## src/rtl/irq_ctrl.sv

```systemverilog
`default_nettype none
// ============================================================================
// Module   : irq_ctrl
// Purpose  : Memory-mapped interrupt controller. It latches device interrupt
//            requests into a pending register, with a per-source level/edge
//            mode and a per-source mask. It drives a registered, masked
//            interrupt vector to CP0.
// Ports    : clk     - system clock, rising edge
//            reset   - asynchronous, active-high reset
//            Addr    - bridge word address; only Addr[3:2] is decoded
//            WE      - write enable, already qualified by chip select
//            Din     - write data (bits above NSRC ignored)
//            Dout    - read data, combinational from Addr[3:2]
//            Src     - raw device interrupt requests
//            HInt    - registered masked pending vector to CP0
//            IrqAny  - OR of HInt
//            IrqID   - index of lowest-numbered set HInt bit, 0 when none
// Register map (Addr[3:2]):
//            0 MASK (r/w), 1 PEND (r, write-1-to-clear),
//            2 MODE (r/w, 1 = edge), 3 RAW (r, sampled sources)
// Option   : define IRQ_SYNC_EN to insert a two-flop synchronizer on Src
//            (adds two cycles of latency; RAW then shows synchronized data).
// Revision : 1.0 - initial release
// ============================================================================
module irq_ctrl #(
  parameter int              NSRC     = 6,
  parameter logic [NSRC-1:0] MASK_RST = 6'h3F,
  parameter logic [NSRC-1:0] MODE_RST = 6'h00
) (
  input  logic            clk,
  input  logic            reset,
  input  logic [31:2]     Addr,
  input  logic            WE,
  input  logic [31:0]     Din,
  output logic [31:0]     Dout,
  input  logic [NSRC-1:0] Src,
  output logic [NSRC-1:0] HInt,
  output logic            IrqAny,
  output logic [2:0]      IrqID
);

  localparam logic [1:0] C_A_MASK = 2'd0;
  localparam logic [1:0] C_A_PEND = 2'd1;
  localparam logic [1:0] C_A_MODE = 2'd2;
  localparam logic [1:0] C_A_RAW  = 2'd3;

  logic [NSRC-1:0] mask_q, mask_d;
  logic [NSRC-1:0] mode_q, mode_d;
  logic [NSRC-1:0] pend_q, pend_d;
  logic [NSRC-1:0] srcq_q;
  logic [NSRC-1:0] hint_q, hint_d;

  logic [NSRC-1:0] src_s;   // source as seen by the edge/level logic
  logic [NSRC-1:0] rise;
  logic [NSRC-1:0] set_v;
  logic [NSRC-1:0] clr_v;

  // Upper address and data bits are intentionally not decoded.
  logic unused_bits;
  assign unused_bits = ^{Addr[31:4], Din[31:NSRC]};

`ifdef IRQ_SYNC_EN
  logic [NSRC-1:0] sync1_q, sync2_q;

  always_ff @(posedge clk or posedge reset) begin
    if (reset) begin
      sync1_q <= '0;
      sync2_q <= '0;
    end else begin
      sync1_q <= Src;
      sync2_q <= sync1_q;
    end
  end

  assign src_s = sync2_q;
`else
  assign src_s = Src;
`endif

  assign rise  = src_s & ~srcq_q;
  assign set_v = (mode_q & rise) | (~mode_q & src_s);

  always_comb begin
    mask_d = mask_q;
    mode_d = mode_q;
    clr_v  = '0;
    if (WE) begin
      case (Addr[3:2])
        C_A_MASK: mask_d = Din[NSRC-1:0];
        C_A_PEND: clr_v  = Din[NSRC-1:0];
        C_A_MODE: mode_d = Din[NSRC-1:0];
        default:  ;  // RAW is read-only
      endcase
    end
    // Set is applied after the clear so a new request wins over a
    // simultaneous software clear of the same bit.
    pend_d = (pend_q & ~clr_v) | set_v;
    // The pending vector reaches HInt one edge after it is latched. The mask
    // being written this cycle applies straight away, so a MASK write shows
    // on HInt at the edge that performs it.
    hint_d = pend_q & mask_d;
  end

  always_ff @(posedge clk or posedge reset) begin
    if (reset) begin
      mask_q <= MASK_RST;
      mode_q <= MODE_RST;
      pend_q <= '0;
      srcq_q <= '0;
      hint_q <= '0;
    end else begin
      mask_q <= mask_d;
      mode_q <= mode_d;
      pend_q <= pend_d;
      srcq_q <= src_s;
      hint_q <= hint_d;
    end
  end

  always_comb begin
    Dout = '0;
    case (Addr[3:2])
      C_A_MASK: Dout[NSRC-1:0] = mask_q;
      C_A_PEND: Dout[NSRC-1:0] = pend_q;
      C_A_MODE: Dout[NSRC-1:0] = mode_q;
      C_A_RAW:  Dout[NSRC-1:0] = srcq_q;
      default:  Dout = '0;
    endcase
  end

  assign HInt   = hint_q;
  assign IrqAny = |hint_q;

  // Scan from the top down so the lowest set bit is the last one assigned.
  always_comb begin
    IrqID = 3'd0;
    for (int i = NSRC - 1; i >= 0; i--) begin
      if (hint_q[i]) IrqID = 3'(i);
    end
  end

endmodule
`default_nettype wire

```

## config.mk

```make
export PLATFORM = sky130hd
export DESIGN_NAME = irq_ctrl
export DESIGN_NICKNAME = d
export VERILOG_FILES = /design/src/rtl/irq_ctrl.sv
export SDC_FILE = /design/constraint.sdc
export NUM_CORES = 1
export LEC_CHECK = 0
export CAP_MARGIN = 5
export CORE_MARGIN = 1.5
export CORE_UTILIZATION = 30
export CTS_CLUSTER_DIAMETER = 100
export CTS_CLUSTER_SIZE = 25
export DETAILED_ROUTE_END_ITERATION = 8
export GPL_ROUTABILITY_DRIVEN = 0
export MAX_ROUTING_LAYER = met4
export PLACE_DENSITY = 0.82
export RECOVER_POWER = 100
export SKIP_LAST_GASP = 1
export SYNTH_ARGS = -nofsm -noshare
export SYNTH_HDL_FRONTEND = slang
export SYNTH_SLANG_ARGS = --single-unit
```

## constraint.sdc

```tcl
create_clock -name clk -period 0.9 [get_ports clk]
set_input_delay 0.09 -clock clk [delete_from_list [all_inputs] [get_ports clk]]
set_output_delay 0.09 -clock clk [all_outputs]
set_load 0.03 [all_outputs]
```

* Word level (Yosys, flattened, before mapping)
Index checks and enable logic that the tools add are counted.
** Storage, ports and cells
- Memories kept :: 0
- Latch bits :: 0
- Logic and storage cells :: 32
- Register bits :: 30
- Memory bits (read-only) :: 0
- RAM bits :: 0
** Cells by class
- Multiplexer cells :: 11
- Bitwise operators :: 10
- Reductions and logical operators :: 3
- Divide/modulo/power cells :: 0
- Add/subtract/negate cells :: 0
- Equality and inequality tests :: 3
- Multipliers :: 0
- Shifts and indexed selects :: 0
- Magnitude comparators :: 0
** Operator list (count)
- 6-bit AND :: 5
- 6-bit 2-to-1 mux :: 4
- 6-bit one-hot mux with 4 select lines :: 1
- 3-bit 2-to-1 mux :: 6
- 6-bit inverter :: 3
- 6-bit OR :: 2
- 6-bit OR reduction :: 1
- 2-bit == test (second input constant) :: 2
- 2-bit by 1-bit == test with 1-bit output (second input constant) :: 1
- 2-bit logical NOT :: 1
- 2-bit AND reduction :: 1

* Depth between registers and ports, before layout
Gate-level depths: netlist of run 1.
- Depth in word-level cells :: 6
- Gate-level depth with buffers :: 5

* Worst setup path after synthesis of run 1
Ideal clock, no wire load.
- Path type :: register to output
- Start point :: register hint_q[0] (netlist: HInt[0])
- End point :: output port IrqID[2]
- Setup slack :: -527 ps
- Required time :: 810 ps
- Arrival :: 1337 ps
- Stages on the path, launching flop included :: 3
- Path through :: dfrtp_1 nor4_1 nor2b_1
** Between the ends
- Longest elaborated chain between the ends :: 1
** RTL lines
- from (decl) :: line 51 : logic [NSRC-1:0] hint_q, hint_d;
- from (signal assigned) :: line 116 : hint_q <= hint_d;
- 3-bit 2-to-1 mux :: line 138 : if (hint_q[i]) IrqID = 3'(i);
- to (decl) :: line 39 : output logic [2:0] IrqID
Every way passes these cells.

* Worst setup path after layout of run 1
- Start point :: register hint_q[1] (netlist: HInt[1])
- End point :: output port IrqID[2]
** Between the ends
- Longest elaborated chain between the ends :: 2
** RTL lines (line)
- 3-bit 2-to-1 mux (2 in a row) :: 138
Every way passes these cells.

==> results of run 1 <==
[logic make-up after synthesis]
family,after synthesis,synth area share [%]
other cells,1,0.254
simple gates,28,10.3
mux,18,18.3
compound gates,8,4.40
buf+inv,31,15.5
flops,30,51.3
[sequential cells by signal, indices dropped and copies added, names as in the netlist]
register,flops
srcq_q,6
HInt,6
pend_q,6
mask_q,6
mode_q,6
[routing by layer]
layer | global-route usage (%) | vias up | wire [um]
met4 | 5.03 | 0 | 43
met3 | 3.73 | 4 | 169
met1 | 15.6 | 499 | 1300
met5 | - | - | 0
li1 | - | 497 | -
met2 | 22.3 | 48 | 1620
[metrics by stage]
stage	power (mW)	std cells
2_1_floorplan	2.64	141
4_1_cts	4.59	255
5_1_grt	4.83	258
3_5_place_dp	3.16	237
3_3_place_gp	3.13	237
6_report	4.59	258
[final cells by class]
cell class | count | area share [%]
clock buffers | 7 | 3.70
inverters | 2 | 0.322
multi-input cells | 80 | 28.7
flip-flops and latches | 30 | 32.8
well taps | 67 | 3.59
repair buffers | 72 | 30.9
[repair_timing]
action / CTS / global route
endpoints found under the setup margin: 40 / 30
gates resized for setup: 95 / 10
cloned: 1 / 0
pin swaps: 10 / 3
setup buffers: 10 / 4
[power breakdown]
part / leakage (nW) / internal [mW] / switching [mW]
sequential: 0.326 / 1.59 / 0.138
clock: 0.0443 / 0.605 / 0.478
combinational: 0.705 / 0.965 / 0.815
[cells in the final DEF, fill, tap and decap left out, types with 2 or more instances in the layout]
cell	n
conb_1	26
clkbuf_1	2
dfrtp_1	18
clkbuf_8	6
a22o_1	6
nor2b_4	2
dfrtp_2	6
dlygate4sd3_1	7
nand2_1	12
clkbuf_4	3
mux2_4	8
inv_1	2
buf_12	2
buf_6	27
buf_4	21
clkbuf_2	2
clkdlybuf4s50_1	6
mux4_2	6
mux2_2	4
and2_4	6
dfstp_2	6
[how the worst max path moves through the flow]
stage,to
2_1_floorplan,IrqID[2]
5_1_grt,IrqID[2]
6_report,IrqID[2]
4_1_cts,IrqID[2]
3_5_place_dp,Dout[3]
3_3_place_gp,Dout[3]
[worst max-delay path: cells and delay by family (launching register included)]
kind                   cells  cell delay [ns]
AND/OR/NAND/NOR            2             0.40
flip-flops                 1             0.44
buffers and inverters      2             0.27
==> run metrics, run 1 <==
CORE AREA 4720 um^2; antenna violations before repair 0; Critical Path Source Type flop; Final Cycle Share 165%; Yosys warnings 0; first-pass GRT wire length 5070 um; Hold Vio Cnt, Final 0; average wire per standard cell 12.2 um; reg2reg end HInt[5]$_DFF_PP0_; Leak Pwr 1.08 nW; final worst-path setup slack -0.586 ns; Hold WS 0.352 ns; Antenna Nets Post-Route 0; Post-synth ARST share 100%; Syn-to-layout area delta 57.9%; DR iter-0 viols 10; worst r2r src mask_q[5]$_DFF_PP1_; path type of the worst min-delay path in2async; Critical Path Sink Type output port; Post-Syn Area 1480 um^2; CTS tree yes; vias in the first global route 1036; top post-synthesis cells by area dfrtp_1 41%, buf_4 13%, dfstp_2 11%; initial core utilization 31.3%; Top FF cell, synth dfrtp_1; Post-Route WL 3140 um; Longest Clk Path Bufs 2; sequential-to-total area share from yosys stat 51.3%; DIE WIDTH 73.2 um; Synth top area share 40.6%; post-route setup TNS -6.69 ns; Clock Sinks 30; most area-hungry cell type in the Yosys netlist dfrtp_1; Nets 262; DP Area 2000 um^2; Clock Pin Slew Worst Setup and Hold Paths 0.06 ns; slowest cell delay on critical path 0.44 ns; Root Driver clkbuf_8; cells on worst reg2reg path 2; Die Y 73.2 um; Slowest-stage cell, CP dfrtp_2; cell area after layout 2330 um^2; DRC 0; Final Skew 0.00261 ns; count leader, synth buf_4; total grt overflow 0; Max FO, Critical Path 2; Reg2Reg Setup Slack 0.02 ns; CP Launch Point HInt[1]$_DFF_PP0_; Ports 113; Post-Syn Instances 116; RSZ-0062 raised after global routing true; share of post-route cells with drive strength above 1 57.1%; largest net degree at the start of global routing 31; critical path cell sequence nor4_4 > buf_4 > nor2b_4 > buf_6; IO buf count 32; kind of critical path reg2out; failing checks negative setup slack; Via-to-Cell Ratio 4.06; commonest cells in the netlist 26 x buf_4, 24 x dfrtp_1, 13 x nand2_1, 12 x mux2_2; Initial DRT Pass Iterations 4; Final Setup Violations 26; hold-fix buffers at CTS 0; FILL cells 436; Final HPWL DP 2130 um; register area 766 um^2; total CTS buffers 5; Vias 1048; htree depth 2; EDFF count, synth 0; min cycle time layout 1.49 ns; Place WS -1.07 ns; Power Dens Cells 1970 nW/um^2; Util after Layout 49.4%; #FFs+latches synth 30; clk_lat worst skew 0.28 ns; All-Layer GR Usage 13.5%; # rows 25; status complete, but fails checks; critical path arrival 1.40 ns; fmax 673 MHz; final slew viol count 0; full die area 5360 um^2; maximum VDD drop 0.00103 V; # diodes 0; Avg Inst Size Synth 12.7 um^2; max-cap viol count 0; required time of the critical path 0.81 ns; Yosys cell types 21; multi-input logic area 669 um^2
No activity file was read; power rests on OpenSTA's default activity.
==> run 2: changes to the inputs <==
HOLD_SLACK_MARGIN = 0.02   (was unset)
==> results of run 2 <==
Same layout as run 1: the final DEF is identical, and so are final timing and power.
